`config.mk`:
```
export PLATFORM = sky130hd
export DESIGN_NAME = cluster_multi_clock_gate_flat
export DESIGN_NICKNAME = d
export VERILOG_FILES = /design/src/rtl/cluster_multi_clock_gate_if.sv /design/src/rtl/cluster_multi_clock_gate.sv /design/src/flat_wrapper.sv
export SDC_FILE = /design/constraint.sdc
export NUM_CORES = 1
export LEC_CHECK = 0
export ABC_AREA = 1
export CAP_MARGIN = 0
export CORE_MARGIN = 5
export CORE_UTILIZATION = 50
export DETAILED_ROUTE_END_ITERATION = 7
export GPL_TIMING_DRIVEN = 0
export PLACE_DENSITY = 0.71
export SETUP_SLACK_MARGIN = 0.1
export SYNTH_ARGS = -nofsm -noshare
export SYNTH_HDL_FRONTEND = slang
export SYNTH_HIERARCHICAL = 1
export SYNTH_SLANG_ARGS = --single-unit
```
`constraint.sdc`:
```
create_clock -name clk_i -period 2.3 [get_ports clk_i]
set_input_delay 0.575 -clock clk_i [delete_from_list [all_inputs] [get_ports clk_i]]
set_output_delay 0.575 -clock clk_i [all_outputs]
set_load 0.02 [all_outputs]
```
`src/rtl/cluster_multi_clock_gate_if.sv`:
```
// Control/status bundle between the cluster control unit and the clock-gating controller.
// The master side drives permissions, busy lines and wake sources; the slave side returns isolation, gated status and clocks.
interface cluster_multi_clock_gate_if #(
   parameter int NB_DOMAINS = 2,
   parameter int NB_BUSY    = 4,
   parameter int IDLE_CNT_W = 4
);
   logic [NB_DOMAINS-1:0]         cg_en_i;
   logic [IDLE_CNT_W-1:0]         idle_thr_i;
   logic [NB_DOMAINS*NB_BUSY-1:0] busy_i;
   logic [NB_DOMAINS-1:0]         events_i;
   logic [NB_DOMAINS-1:0]         incoming_req_i;
   logic [NB_DOMAINS-1:0]         isolate_o;
   logic [NB_DOMAINS-1:0]         gated_o;
   logic [NB_DOMAINS-1:0]         domain_clk_o;

   modport master (
      output cg_en_i, idle_thr_i, busy_i, events_i, incoming_req_i,
      input  isolate_o, gated_o, domain_clk_o
   );

   modport slave (
      input  cg_en_i, idle_thr_i, busy_i, events_i, incoming_req_i,
      output isolate_o, gated_o, domain_clk_o
   );
endinterface

```
`src/rtl/cluster_multi_clock_gate.sv`:
```
// Per-domain idle-driven clock gating with isolation lead/lag windows around the gated period.
// Clock off thr+ISO_CYCLES cycles after idle onset; back on 1 cycle after wake (+2 for synchronised events).

module cluster_clkgating (
   input  logic i_clk,
   input  logic i_test_mode,
   input  logic i_enable,
   output logic o_gated_clk
);
   logic r_en_latch;

   // Enable captured while the clock is low so the gated clock never glitches.
   always_latch begin
      if (!i_clk) r_en_latch <= i_enable | i_test_mode;
   end

   assign o_gated_clk = i_clk & r_en_latch;
endmodule

module cluster_multi_clock_gate #(
   parameter int NB_DOMAINS  = 2,
   parameter int NB_BUSY     = 4,
   parameter int IDLE_CNT_W  = 4,
   parameter int ISO_CYCLES  = 2,
   parameter int SYNC_EVENTS = 0
) (
   input  logic                      clk_i,
   input  logic                      rstn_i,
   input  logic                      test_mode_i,
   cluster_multi_clock_gate_if.slave cg_if
);
   localparam int ISO_W = $clog2(ISO_CYCLES + 1);
   localparam int THR_W = IDLE_CNT_W + 1;

   typedef enum logic [1:0] {
      ST_RUN     = 2'd0,
      ST_ISO_IN  = 2'd1,
      ST_GATED   = 2'd2,
      ST_ISO_OUT = 2'd3
   } state_t;

   logic                  r_rst_dly;
   logic [THR_W-1:0]      w_thr;
   logic [NB_DOMAINS-1:0] w_ev;
   logic [NB_DOMAINS-1:0] w_iso;
   logic [NB_DOMAINS-1:0] w_gated;
   logic [NB_DOMAINS-1:0] w_dclk;

   // Keeps every domain isolated until the first clock edge after reset release.
   always_ff @(posedge clk_i or negedge rstn_i) begin
      if (!rstn_i) r_rst_dly <= 1'b0;
      else         r_rst_dly <= 1'b1;
   end

   assign w_thr = (cg_if.idle_thr_i == '0) ? THR_W'(1) : THR_W'(cg_if.idle_thr_i);

   if (SYNC_EVENTS != 0) begin : g_sync
      logic [NB_DOMAINS-1:0] r_ev_s1;
      logic [NB_DOMAINS-1:0] r_ev_s2;

      always_ff @(posedge clk_i or negedge rstn_i) begin
         if (!rstn_i) begin
            r_ev_s1 <= '0;
            r_ev_s2 <= '0;
         end else begin
            r_ev_s1 <= cg_if.events_i;
            r_ev_s2 <= r_ev_s1;
         end
      end

      assign w_ev = r_ev_s2;
   end else begin : g_nosync
      assign w_ev = cg_if.events_i;
   end

   for (genvar d = 0; d < NB_DOMAINS; d++) begin : g_dom
      state_t                r_state;
      logic [IDLE_CNT_W-1:0] r_idle_cnt;
      logic [ISO_W-1:0]      r_iso_cnt;
      logic                  r_en;
      logic                  r_iso;
      logic                  r_gated;
      logic                  w_wake;
      logic [THR_W-1:0]      w_idle_nxt;
      logic                  w_iso_last;
      logic                  w_en;

      assign w_wake     = (|cg_if.busy_i[d*NB_BUSY +: NB_BUSY]) | cg_if.incoming_req_i[d]
                        | w_ev[d] | ~cg_if.cg_en_i[d];
      assign w_idle_nxt = THR_W'(r_idle_cnt) + THR_W'(1);
      assign w_iso_last = (32'(r_iso_cnt) + 32'd1) >= 32'(ISO_CYCLES);

      // Wake has priority over idle progress in every state except the fixed ISO_OUT window.
      always_ff @(posedge clk_i or negedge rstn_i) begin
         if (!rstn_i) begin
            r_state    <= ST_RUN;
            r_idle_cnt <= '0;
            r_iso_cnt  <= '0;
            r_en       <= 1'b1;
            r_iso      <= 1'b0;
            r_gated    <= 1'b0;
         end else begin
            case (r_state)
               ST_RUN: begin
                  if (w_wake) begin
                     r_idle_cnt <= '0;
                  end else if (w_idle_nxt >= w_thr) begin
                     r_state    <= ST_ISO_IN;
                     r_idle_cnt <= w_thr[IDLE_CNT_W-1:0];
                     r_iso_cnt  <= '0;
                     r_iso      <= 1'b1;
                  end else begin
                     r_idle_cnt <= w_idle_nxt[IDLE_CNT_W-1:0];
                  end
               end
               ST_ISO_IN: begin
                  if (w_wake) begin
                     r_state   <= ST_ISO_OUT;
                     r_iso_cnt <= '0;
                  end else if (w_iso_last) begin
                     r_state   <= ST_GATED;
                     r_iso_cnt <= '0;
                     r_en      <= 1'b0;
                     r_gated   <= 1'b1;
                  end else begin
                     r_iso_cnt <= r_iso_cnt + ISO_W'(1);
                  end
               end
               ST_GATED: begin
                  if (w_wake) begin
                     r_state   <= ST_ISO_OUT;
                     r_iso_cnt <= '0;
                     r_en      <= 1'b1;
                     r_gated   <= 1'b0;
                  end
               end
               ST_ISO_OUT: begin
                  if (w_iso_last) begin
                     r_state    <= ST_RUN;
                     r_iso_cnt  <= '0;
                     r_idle_cnt <= '0;
                     r_iso      <= 1'b0;
                  end else begin
                     r_iso_cnt <= r_iso_cnt + ISO_W'(1);
                  end
               end
               default: begin
                  r_state    <= ST_RUN;
                  r_idle_cnt <= '0;
                  r_iso_cnt  <= '0;
                  r_en       <= 1'b1;
                  r_iso      <= 1'b0;
                  r_gated    <= 1'b0;
               end
            endcase
         end
      end

      assign w_en       = r_en & rstn_i;
      assign w_iso[d]   = r_iso;
      assign w_gated[d] = r_gated;

      cluster_clkgating u_cg (
         .i_clk       (clk_i),
         .i_test_mode (test_mode_i),
         .i_enable    (w_en),
         .o_gated_clk (w_dclk[d])
      );
   end

   assign cg_if.isolate_o    = w_iso | ~{NB_DOMAINS{r_rst_dly}};
   assign cg_if.gated_o      = w_gated;
   assign cg_if.domain_clk_o = w_dclk;
endmodule

```
`src/flat_wrapper.sv`:
```
// flat-port wrapper written by rule: the top's interface ports become plain ports
module cluster_multi_clock_gate_flat 
#(
   parameter int NB_DOMAINS  = 2,
   parameter int NB_BUSY     = 4,
   parameter int IDLE_CNT_W  = 4,
   parameter int ISO_CYCLES  = 2,
   parameter int SYNC_EVENTS = 0
)
  (clk_i, rstn_i, test_mode_i, cg_if_cg_en_i, cg_if_idle_thr_i, cg_if_busy_i, cg_if_events_i, cg_if_incoming_req_i, cg_if_isolate_o, cg_if_gated_o, cg_if_domain_clk_o);
  cluster_multi_clock_gate_if #(.NB_DOMAINS(NB_DOMAINS), .NB_BUSY(NB_BUSY), .IDLE_CNT_W(IDLE_CNT_W)) cg_if_i ();
  input  logic clk_i;
  input  logic rstn_i;
  input  logic test_mode_i;
  input wire logic [$bits(cg_if_i.cg_en_i)-1:0] cg_if_cg_en_i;
  input wire logic [$bits(cg_if_i.idle_thr_i)-1:0] cg_if_idle_thr_i;
  input wire logic [$bits(cg_if_i.busy_i)-1:0] cg_if_busy_i;
  input wire logic [$bits(cg_if_i.events_i)-1:0] cg_if_events_i;
  input wire logic [$bits(cg_if_i.incoming_req_i)-1:0] cg_if_incoming_req_i;
  output wire logic [$bits(cg_if_i.isolate_o)-1:0] cg_if_isolate_o;
  output wire logic [$bits(cg_if_i.gated_o)-1:0] cg_if_gated_o;
  output wire logic [$bits(cg_if_i.domain_clk_o)-1:0] cg_if_domain_clk_o;
  assign cg_if_i.cg_en_i = cg_if_cg_en_i;
  assign cg_if_i.idle_thr_i = cg_if_idle_thr_i;
  assign cg_if_i.busy_i = cg_if_busy_i;
  assign cg_if_i.events_i = cg_if_events_i;
  assign cg_if_i.incoming_req_i = cg_if_incoming_req_i;
  assign cg_if_isolate_o = cg_if_i.isolate_o;
  assign cg_if_gated_o = cg_if_i.gated_o;
  assign cg_if_domain_clk_o = cg_if_i.domain_clk_o;
  cluster_multi_clock_gate #(.NB_DOMAINS(NB_DOMAINS), .NB_BUSY(NB_BUSY), .IDLE_CNT_W(IDLE_CNT_W), .ISO_CYCLES(ISO_CYCLES), .SYNC_EVENTS(SYNC_EVENTS)) u_core (.clk_i(clk_i), .rstn_i(rstn_i), .test_mode_i(test_mode_i), .cg_if(cg_if_i));
endmodule
```
* Yosys cells after proc, flatten, opt, wreduce, memory -nomap -nowiden *
Cells that the tools add are included.

operators by class
  eq/ne operators = 20
  $lt $le $gt $ge = 4
  multiplexer cells = 59
  add/subtract/negate cells = 6
  reductions and logical operators = 19
  bitwise operators = 16

operator list
  kind                                                  count
  >= comparator 32 x 2 -> 1 bit, second input constant  2
  2-to-1 mux 2 bit                                      22
  one-hot mux 2 bit (4 select lines)                    4
  2-to-1 mux 4 bit                                      7
  2-to-1 mux 1 bit                                      18
  != test 2 x 1 -> 1 bit, second input constant         8
  one-hot mux 4 bit (2 select lines)                    2
  AND reduction 4 bit                                   4
  one-hot mux 1 bit (2 select lines)                    6
  adder 4 x 1 -> 5 bit, second input constant           2
  >= comparator 5 bit                                   2
  AND reduction 5 bit                                   2
  equality test 2 bit, second input constant            4
  != test 2 bit, second input constant                  4
  OR 1 bit                                              8
  nonzero test 2 bit                                    4
  OR reduction 4 bit                                    2
  adder 2 x 1 -> 3 bit, second input constant           2
  != test 3 x 1 -> 1 bit, second input constant         2
  AND reduction 3 bit                                   2
  adder 2 x 1 -> 2 bit, second input constant           2
  AND 1 bit                                             4
  equality test 2 x 1 -> 1 bit, second input constant   2
  zero test 2 bit                                       2
  5 further kinds                                       7

storage, ports and cells
  flip-flop bits (word level) = 23
  logic and storage cells = 139
  input port bits = 21
  output and inout bits = 6
  latch bits = 2

* Depth between registers and ports, before layout *
Gate-level depths: netlist of run 1.

  word-level depth = 6
  mapped depth = 15

* By module *
Netlist of run 1, hierarchy kept.

modules (own cells, without submodules)
  module                    times used  area an instance (sq um)  cells each
  cluster_multi_clock_gate  1           1791.7                    245
  cluster_clkgating         2           33.8                      6

==> run_summary.xml, run 1 <==
<?xml version="1.0" encoding="UTF-8"?>
<metrics>
  <group name="timing">
    <metric name="setup_viol_count_final" unit="">4</metric>
    <metric name="skew" unit="ns">0.00480</metric>
    <metric name="slew_violations" unit="">0</metric>
    <metric name="slew_headroom" unit="%">64.2</metric>
    <metric name="final_hold_viol_count" unit="">0</metric>
    <metric name="pin_slew_with_the_least_headroom_to_its_limit" unit="ns">0.532</metric>
    <metric name="worst_slack" unit="ns">-0.432</metric>
    <metric name="whs" unit="ns">0.115</metric>
    <metric name="rsz0062_at_grt" unit="">true</metric>
    <metric name="final.setup.tns" unit="ns">-0.853</metric>
  </group>
  <group name="global_routing">
    <metric name="met3_usage" unit="%">5.40</metric>
    <metric name="use_met2" unit="%">24.6</metric>
    <metric name="antenna_found_initial" unit="">0</metric>
    <metric name="grt_first_pass_wirelength" unit="um">6290</metric>
    <metric name="first_global_vias" unit="">1580</metric>
    <metric name="gr_layer_usage_met1" unit="%">18.5</metric>
    <metric name="largest_net_degree_at_the_start_of_global_routing" unit="">26</metric>
    <metric name="grt.overflow.total" unit="">0</metric>
    <metric name="global_route.usage.total" unit="%">15.7</metric>
    <metric name="grt-busiest-layer" unit="">met2</metric>
  </group>
  <group name="power">
    <metric name="leakagePower" unit="nW">1.18</metric>
    <metric name="powerDensity" unit="nW/um2">966</metric>
    <metric name="power.ir.vdd_worst" unit="mV">0.751</metric>
    <metric name="tot_pwr" unit="mW">2.27</metric>
  </group>
  <group name="final_layout">
    <metric name="mostFrequentLayoutCell" unit="">sky130_fd_sc_hd__nand2_1</metric>
    <metric name="final_nets" unit="">334</metric>
    <metric name="n_antenna_cell" unit="">0</metric>
    <metric name="synthToLayoutAreaGrowth" unit="%">26.5</metric>
    <metric name="post_route_cells_drive_above_1_share" unit="%">18.0</metric>
    <metric name="final_cell_mix" unit="">sky130_fd_sc_hd__nand2_1, sky130_fd_sc_hd__inv_1, sky130_fd_sc_hd__clkdlybuf4s50_1, sky130_fd_sc_hd__dfrtp_1, sky130_fd_sc_hd__nor2_1</metric>
    <metric name="post-route-cell-area" unit="um2">2350</metric>
  </group>
  <group name="die">
    <metric name="die_w" unit="um">71.0</metric>
    <metric name="rows" unit="">22</metric>
    <metric name="die_area" unit="um2">5040</metric>
    <metric name="core_area" unit="um2">3630</metric>
    <metric name="die_h" unit="um">71.0</metric>
    <metric name="effective_utilization_at_floorplan" unit="%">51.2</metric>
    <metric name="io_pins" unit="">27</metric>
  </group>
  <group name="clock_tree">
    <metric name="clock_insertion_delay_at_the_later_pin_of_the_skew_report" unit="ns">0.38</metric>
    <metric name="holdBufCountCts" unit="">0</metric>
    <metric name="cts_tree" unit="">built</metric>
    <metric name="worst_setup_hold_path_clk_slew" unit="ns">0.09</metric>
  </group>
  <group name="flow_run">
    <metric name="cap_violations" unit="">0</metric>
  </group>
  <group name="run_status">
    <metric name="run_status" unit="">complete, but fails checks</metric>
    <metric name="failed_checks" unit="">setup timing</metric>
  </group>
  <group name="critical_path">
    <metric name="critPathLaunchType" unit="">latch</metric>
    <metric name="worst_ep_arrival_time" unit="ns">2.16</metric>
    <metric name="timing.critical_path.to_type" unit="">output port</metric>
    <metric name="worstSetupPathType" unit="">latch to output port</metric>
    <metric name="crit_path_max_fanout" unit="">1</metric>
    <metric name="data_required_critical_path" unit="ns">1.73</metric>
  </group>
  <group name="routing">
    <metric name="detail_route.first_pass.iterations" unit="">4</metric>
    <metric name="dr_total_vias" unit="">1652</metric>
    <metric name="wl" unit="um">3570</metric>
    <metric name="drt-vias-per-instance" unit="">4.82</metric>
    <metric name="routed_wire_length_per_instance" unit="um">10.4</metric>
    <metric name="ant_nets" unit="">0</metric>
    <metric name="drc" unit="">0</metric>
    <metric name="dr.first_iter.drc_count" unit="">44</metric>
  </group>
  <group name="min_path">
    <metric name="hold_path.class" unit="">primary input to asynchronous set/reset pin</metric>
  </group>
  <group name="yosys">
    <metric name="netlist_instances" unit="">257</metric>
    <metric name="yosys_warnings" unit="">6</metric>
    <metric name="ys_seq_elements" unit="">25</metric>
    <metric name="synth.distinct_cells" unit="">32</metric>
    <metric name="syn-mean-instance-area" unit="um2">7.23</metric>
    <metric name="syn_nets" unit="">295</metric>
    <metric name="syn_area" unit="um2">1860</metric>
  </group>
  <group name="placement">
    <metric name="portBuffers" unit="">26</metric>
    <metric name="gp_congestion" unit="">0.787</metric>
    <metric name="dp.final_hpwl" unit="um">2670</metric>
    <metric name="placed_area" unit="um2">2180</metric>
    <metric name="pre_cts_slack" unit="ns">-1.40</metric>
  </group>
</metrics>
==> flip-flops by register name, summed over array words and instances, names as in the netlist <==
name                          count
u_core/g_dom.r_iso_cnt            4
u_core/g_dom.r_gated              2
u_core/g_dom.r_state              4
u_core/g_dom.r_idle_cnt           8
u_core/r_rst_dly                  1
u_core/g_dom.r_en                 2
u_core/g_dom.u_cg/r_en_latch      2
u_core/g_dom.r_iso                2
==> synthesized netlist by cell type (all sizes together) <==
cell type   n  area, um2
ha         17        213
buf         2       15.0
nand2      85        380
xnor2       1       8.76
o21ai      22        118
nand3      16       97.6
nor2       21       98.8
o211ai      2       15.0
a31o        1       8.76
nor3        1       5.00
dlxtn       2       30.0
inv        50        188
dfstp       2       52.6
a21boi      1       11.3
a21oi       2       10.0
conb        1       3.75
dfrtp      21        526
o21a        1       7.51
o22ai       1       6.26
a31oi       1       6.26
nand4       7       58.8
==> power breakdown <==
group | internal, mW | total, mW | switching (mW)
Combinational | 0.434 | 1.05 | 0.616
Clock | 0.325 | 0.573 | 0.249
Sequential | 0.559 | 0.648 | 0.0886
==> area by class of cell <==
type	instances	area (um2)
buffer	2	15.0
clock buffer	9	119
clock inverter	3	15.0
fill	344	1280
inverter	48	180
multi-input combinational	180	1090
sequential	25	608
tap	48	60.1
timing repair buffer	28	265
==> kinds of logic after synthesis <==
group,after synthesis,synth area share [%]
AND/OR/NAND/NOR,130,34.5
latches,2,1.62
AO/OA/AOI/OAI,31,9.83
flip-flops,23,31.1
other,1,0.202
XOR/XNOR,1,0.471
adder cells (fa/ha/maj),17,11.4
buffers and inverters,52,10.9
==> repair_timing <==
action                                  CTS  global route
endpoints found under the setup margin   24            22
pin swaps                                 1             5
setup buffers                             1             3
gates resized for setup                  24             8
==> stage by stage <==
step                std cells  util (%)
floorplan                 257         -
global placement          331      60.0
detailed placement        331      60.0
CTS                       340      63.3
global route              343      64.7
finish                    343      64.7
==> path summary, 6_finish.rpt <==
check	from	endpoint	slack, ns	cells past startpoint
setup / recovery	u_core/g_dom[0].u_cg/r_en_latch$_DLATCH_N_	cg_if_domain_clk_o[0]	-0.43	3
hold / removal	rstn_i	u_core/g_dom[0].r_iso$_DFFE_PN0P_	0.12	1
setup reg to reg	u_core/g_dom[0].r_idle_cnt[0]$_DFFE_PN0P_	u_core/g_dom[0].r_iso_cnt[1]$_DFFE_PN0P_	0.40	11
hold reg to reg	u_core/g_dom[0].r_iso$_DFFE_PN0P_	u_core/g_dom[0].r_iso$_DFFE_PN0P_	0.48	2
max in group asynchronous	rstn_i	u_core/g_dom[1].r_en$_DFFE_PN1P_	1.88	1
min in group clk_i	u_core/g_dom[0].r_iso$_DFFE_PN0P_	u_core/g_dom[0].r_iso$_DFFE_PN0P_	0.48	2
==> per-layer routing <==
| metal | share of wire, % | vias to the layer above | wire [um] |
|---|---|---|---|
| met5 | 0 | - | 0 |
| met4 | 1.5 | 0 | 53 |
| met3 | 4.5 | 4 | 161 |
| met2 | 48 | 28 | 1730 |
| met1 | 46 | 743 | 1630 |
| li1 | - | 877 | - |
==> worst max-delay path, stage by stage, from the launching register on <==
cell	delay, ns
sky130_fd_sc_hd__dlxtn_1	0.40
sky130_fd_sc_hd__nand2_1	0.06
sky130_fd_sc_hd__inv_2	0.05
sky130_fd_sc_hd__buf_6	0.10
(Power assumes the default switching activity.)
==> run 2, diff against run 1 <==
--- a/config.mk
+++ b/config.mk
@@ -17,3 +17,4 @@
 export SYNTH_HDL_FRONTEND = slang
 export SYNTH_HIERARCHICAL = 1
 export SYNTH_SLANG_ARGS = --single-unit
+export TNS_END_PERCENT = 100
==> results of run 2 <==
Final layout, timing and power as in run 1 (identical DEF).
==> run 3, diff against run 2 <==
--- a/config.mk
+++ b/config.mk
@@ -8,10 +8,10 @@
 export ABC_AREA = 1
 export CAP_MARGIN = 0
 export CORE_MARGIN = 5
-export CORE_UTILIZATION = 50
+export CORE_UTILIZATION = 54
 export DETAILED_ROUTE_END_ITERATION = 7
 export GPL_TIMING_DRIVEN = 0
-export PLACE_DENSITY = 0.71
+export PLACE_DENSITY = 0.76
 export SETUP_SLACK_MARGIN = 0.1
 export SYNTH_ARGS = -nofsm -noshare
 export SYNTH_HDL_FRONTEND = slang
==> run 3 against run 2 <==
Net effect:
- the run still ends with setup timing left
- worst hold slack got worse by 0.0070 ns
- first-iteration DRC count increased by 30%
- register-to-register slack about the same
- critical endpoint unchanged
==> run_summary.xml, run 3 (synthesis results as in run 1) <==
<?xml version="1.0" encoding="UTF-8"?>
<metrics>
  <group name="run_status">
    <metric name="run_status" unit="">complete, but fails checks</metric>
    <metric name="failed_checks" unit="">setup timing</metric>
  </group>
  <group name="routing">
    <metric name="met2_length" unit="um">1650</metric>
    <metric name="routed_wire_length_per_instance" unit="um">10.4</metric>
    <metric name="ant_nets" unit="">0</metric>
    <metric name="routed-wl-met3" unit="um">146</metric>
    <metric name="dr.first_iter.drc_count" unit="">57</metric>
    <metric name="drt-vias-per-instance" unit="">4.81</metric>
    <metric name="detail_route.first_pass.iterations" unit="">4</metric>
    <metric name="wl" unit="um">3510</metric>
    <metric name="top_signal_layer_used" unit="">met4</metric>
    <metric name="dr_total_vias" unit="">1627</metric>
    <metric name="m1WireLength" unit="um">1690</metric>
    <metric name="drc" unit="">0</metric>
  </group>
  <group name="final_layout">
    <metric name="final_cell_mix" unit="">sky130_fd_sc_hd__nand2_1, sky130_fd_sc_hd__inv_1, sky130_fd_sc_hd__clkdlybuf4s50_1, sky130_fd_sc_hd__dfrtp_1</metric>
    <metric name="synthToLayoutAreaGrowth" unit="%">21.5</metric>
    <metric name="final_core_utilization" unit="%">67.7</metric>
    <metric name="largest_register_ff_count" unit="">8</metric>
    <metric name="n_antenna_cell" unit="">0</metric>
    <metric name="post_route_cells_drive_above_1_share" unit="%">15.4</metric>
    <metric name="mostFrequentLayoutCell" unit="">sky130_fd_sc_hd__nand2_1</metric>
    <metric name="fillCellCount" unit="">313</metric>
    <metric name="largest-register" unit="">u_core/g_dom.r_idle_cnt</metric>
    <metric name="stdcell_count" unit="">338</metric>
    <metric name="biggestRegsByFlops" unit="">u_core/g_dom.r_idle_cnt: 8 flops, u_core/g_dom.r_iso_cnt: 4 flops, u_core/g_dom.r_state: 4 flops</metric>
    <metric name="final_nets" unit="">331</metric>
  </group>
  <group name="timing">
    <metric name="setup_viol_count_final" unit="">4</metric>
    <metric name="worst_slack" unit="ns">-0.453</metric>
    <metric name="skew" unit="ns">0.00562</metric>
    <metric name="whs" unit="ns">0.108</metric>
    <metric name="rsz0062_at_grt" unit="">true</metric>
    <metric name="final_hold_viol_count" unit="">0</metric>
    <metric name="slew_headroom" unit="%">58.5</metric>
    <metric name="slew_violations" unit="">0</metric>
    <metric name="pin_slew_with_the_least_headroom_to_its_limit" unit="ns">0.616</metric>
  </group>
  <group name="critical_path">
    <metric name="critical_path.top_delay_family" unit="">latches</metric>
    <metric name="worstSetupPathType" unit="">latch to output port</metric>
    <metric name="data_required_critical_path" unit="ns">1.73</metric>
    <metric name="worst_ep_arrival_time" unit="ns">2.18</metric>
    <metric name="critical-path-max-stage-delay" unit="ns">0.41</metric>
    <metric name="critPathLaunchType" unit="">latch</metric>
    <metric name="crit_path_top_delay_cell" unit="">sky130_fd_sc_hd__dlxtn_1</metric>
    <metric name="crit_path_max_fanout" unit="">1</metric>
    <metric name="worst-path-buf-inv" unit="">2</metric>
    <metric name="timing.critical_path.to_type" unit="">output port</metric>
    <metric name="crit_path_cell_trace" unit="">nand2_1 -&gt; inv_2 -&gt; buf_6</metric>
  </group>
  <group name="power">
    <metric name="power.share.switching" unit="%">43.7</metric>
    <metric name="power_frac_seq" unit="%">31.0</metric>
    <metric name="powerDensity" unit="nW/um2">931</metric>
    <metric name="tot_pwr" unit="mW">2.10</metric>
    <metric name="part_of_the_power_in_the_clock_network" unit="%">19.7</metric>
    <metric name="comb_power_share" unit="%">49.3</metric>
    <metric name="leakagePower" unit="nW">1.16</metric>
    <metric name="cellInternalPower" unit="mW">1.18</metric>
    <metric name="power.ir.vdd_worst" unit="mV">0.598</metric>
    <metric name="p_sw" unit="mW">0.919</metric>
  </group>
  <group name="placement">
    <metric name="portBuffers" unit="">26</metric>
    <metric name="dp.final_hpwl" unit="um">2670</metric>
    <metric name="gp_congestion" unit="">0.820</metric>
    <metric name="dpl.cell_count" unit="">329</metric>
  </group>
  <group name="clock_tree">
    <metric name="worst_setup_hold_path_clk_slew" unit="ns">0.14</metric>
    <metric name="clock_insertion_delay_at_the_later_pin_of_the_skew_report" unit="ns">0.42</metric>
    <metric name="holdBufCountCts" unit="">0</metric>
    <metric name="cts_tree" unit="">built</metric>
  </group>
  <group name="die">
    <metric name="rows" unit="">21</metric>
    <metric name="core_area" unit="um2">3340</metric>
    <metric name="io_pins" unit="">27</metric>
    <metric name="die_h" unit="um">68.7</metric>
    <metric name="die_area" unit="um2">4720</metric>
    <metric name="effective_utilization_at_floorplan" unit="%">55.7</metric>
    <metric name="die_w" unit="um">68.7</metric>
  </group>
  <group name="global_routing">
    <metric name="first_global_vias" unit="">1515</metric>
    <metric name="largest_net_degree_at_the_start_of_global_routing" unit="">26</metric>
    <metric name="global_route.usage.total" unit="%">17.2</metric>
    <metric name="grt.overflow.total" unit="">0</metric>
    <metric name="grt_first_pass_wirelength" unit="um">6040</metric>
    <metric name="antenna_found_initial" unit="">0</metric>
  </group>
  <group name="min_path">
    <metric name="hold_path.class" unit="">primary input to asynchronous set/reset pin</metric>
  </group>
  <group name="flow_run">
    <metric name="cap_violations" unit="">0</metric>
  </group>
</metrics>
## run 3: changes by cell type in the layout (fill, tap and decap cells not counted), sizes merged
cell and delta:
dlygate4sd2 -1, buf -2, clkinvlp -1, dlymetal6s2s +1
## run 3: worst reg2reg max path: cells and delay by family (launching register included)
kind / cells / cell delay [ns]
buffers and inverters: 2 / 0.10
flip-flops: 1 / 0.56
AND/OR/NAND/NOR: 2 / 0.10
## run 3: timing repair
action                     in CTS  in global routing
resized for setup              20                  7
buffers inserted                0                  1
setup endpoints to repair      23                 23
pin swaps                       0                  5
## run 3: power groups by stage
stage,Combinational (mW),Sequential [mW],Clock (mW)
global route,1.20,0.674,0.466
finish,1.04,0.653,0.414
global placement,1.01,0.655,0.0998
detailed placement,1.02,0.659,0.0998
floorplan,0.791,0.632,0.0568
CTS,1.03,0.652,0.437
## run 3: final cells by class
class	count	area [um2]	share of cell area, %
Multi-Input combinational cell	180	1070	47.3
Sequential cell	25	608	26.9
Timing Repair Buffer	25	244	10.8
Inverter	48	180	7.97
Clock buffer	10	78.8	3.49
Tap cell	46	57.6	2.55
Buffer	2	15.0	0.664
Clock inverter	2	7.51	0.332
## run 3: worst paths after layout
check                      slack (ns)  cells after the start                                        from                                          to
max in group asynchronous        1.81                      1                                      rstn_i            u_core/g_dom[0].r_en$_DFFE_PN1P_
hold / removal                   0.11                      1                                      rstn_i   u_core/g_dom[0].r_idle_cnt[1]$_DFFE_PN0P_
min in group clk_i               0.51                      2    u_core/g_dom[1].r_iso_cnt[0]$_DFFE_PN0P_    u_core/g_dom[1].r_iso_cnt[0]$_DFFE_PN0P_
setup reg to reg                 0.40                      4            u_core/g_dom[1].r_en$_DFFE_PN1P_  u_core/g_dom[1].u_cg/r_en_latch$_DLATCH_N_
setup / recovery                -0.45                      3  u_core/g_dom[0].u_cg/r_en_latch$_DLATCH_N_                       cg_if_domain_clk_o[0]
hold reg to reg                  0.51                      2    u_core/g_dom[1].r_iso_cnt[0]$_DFFE_PN0P_    u_core/g_dom[1].r_iso_cnt[0]$_DFFE_PN0P_
## run 3: through the flow
stage | cell area [um2] | TNS, ns | setup WS (ns)
6_report | 2260 | -0.902 | -0.453
5_1_grt | 2260 | -1.05 | -0.526
4_1_cts | 2250 | -0.943 | -0.471
3_5_place_dp | 2180 | -10.92 | -1.40
3_3_place_gp | 2180 | -11.15 | -1.39
2_1_floorplan | 1860 | 0 | 0.0653
## run 3: routing by layer
layer	global-route usage, %	up-vias
met5	0	-
met4	8.44	0
met3	6.32	3
met2	27.8	22
met1	20.1	714
li1	-	888
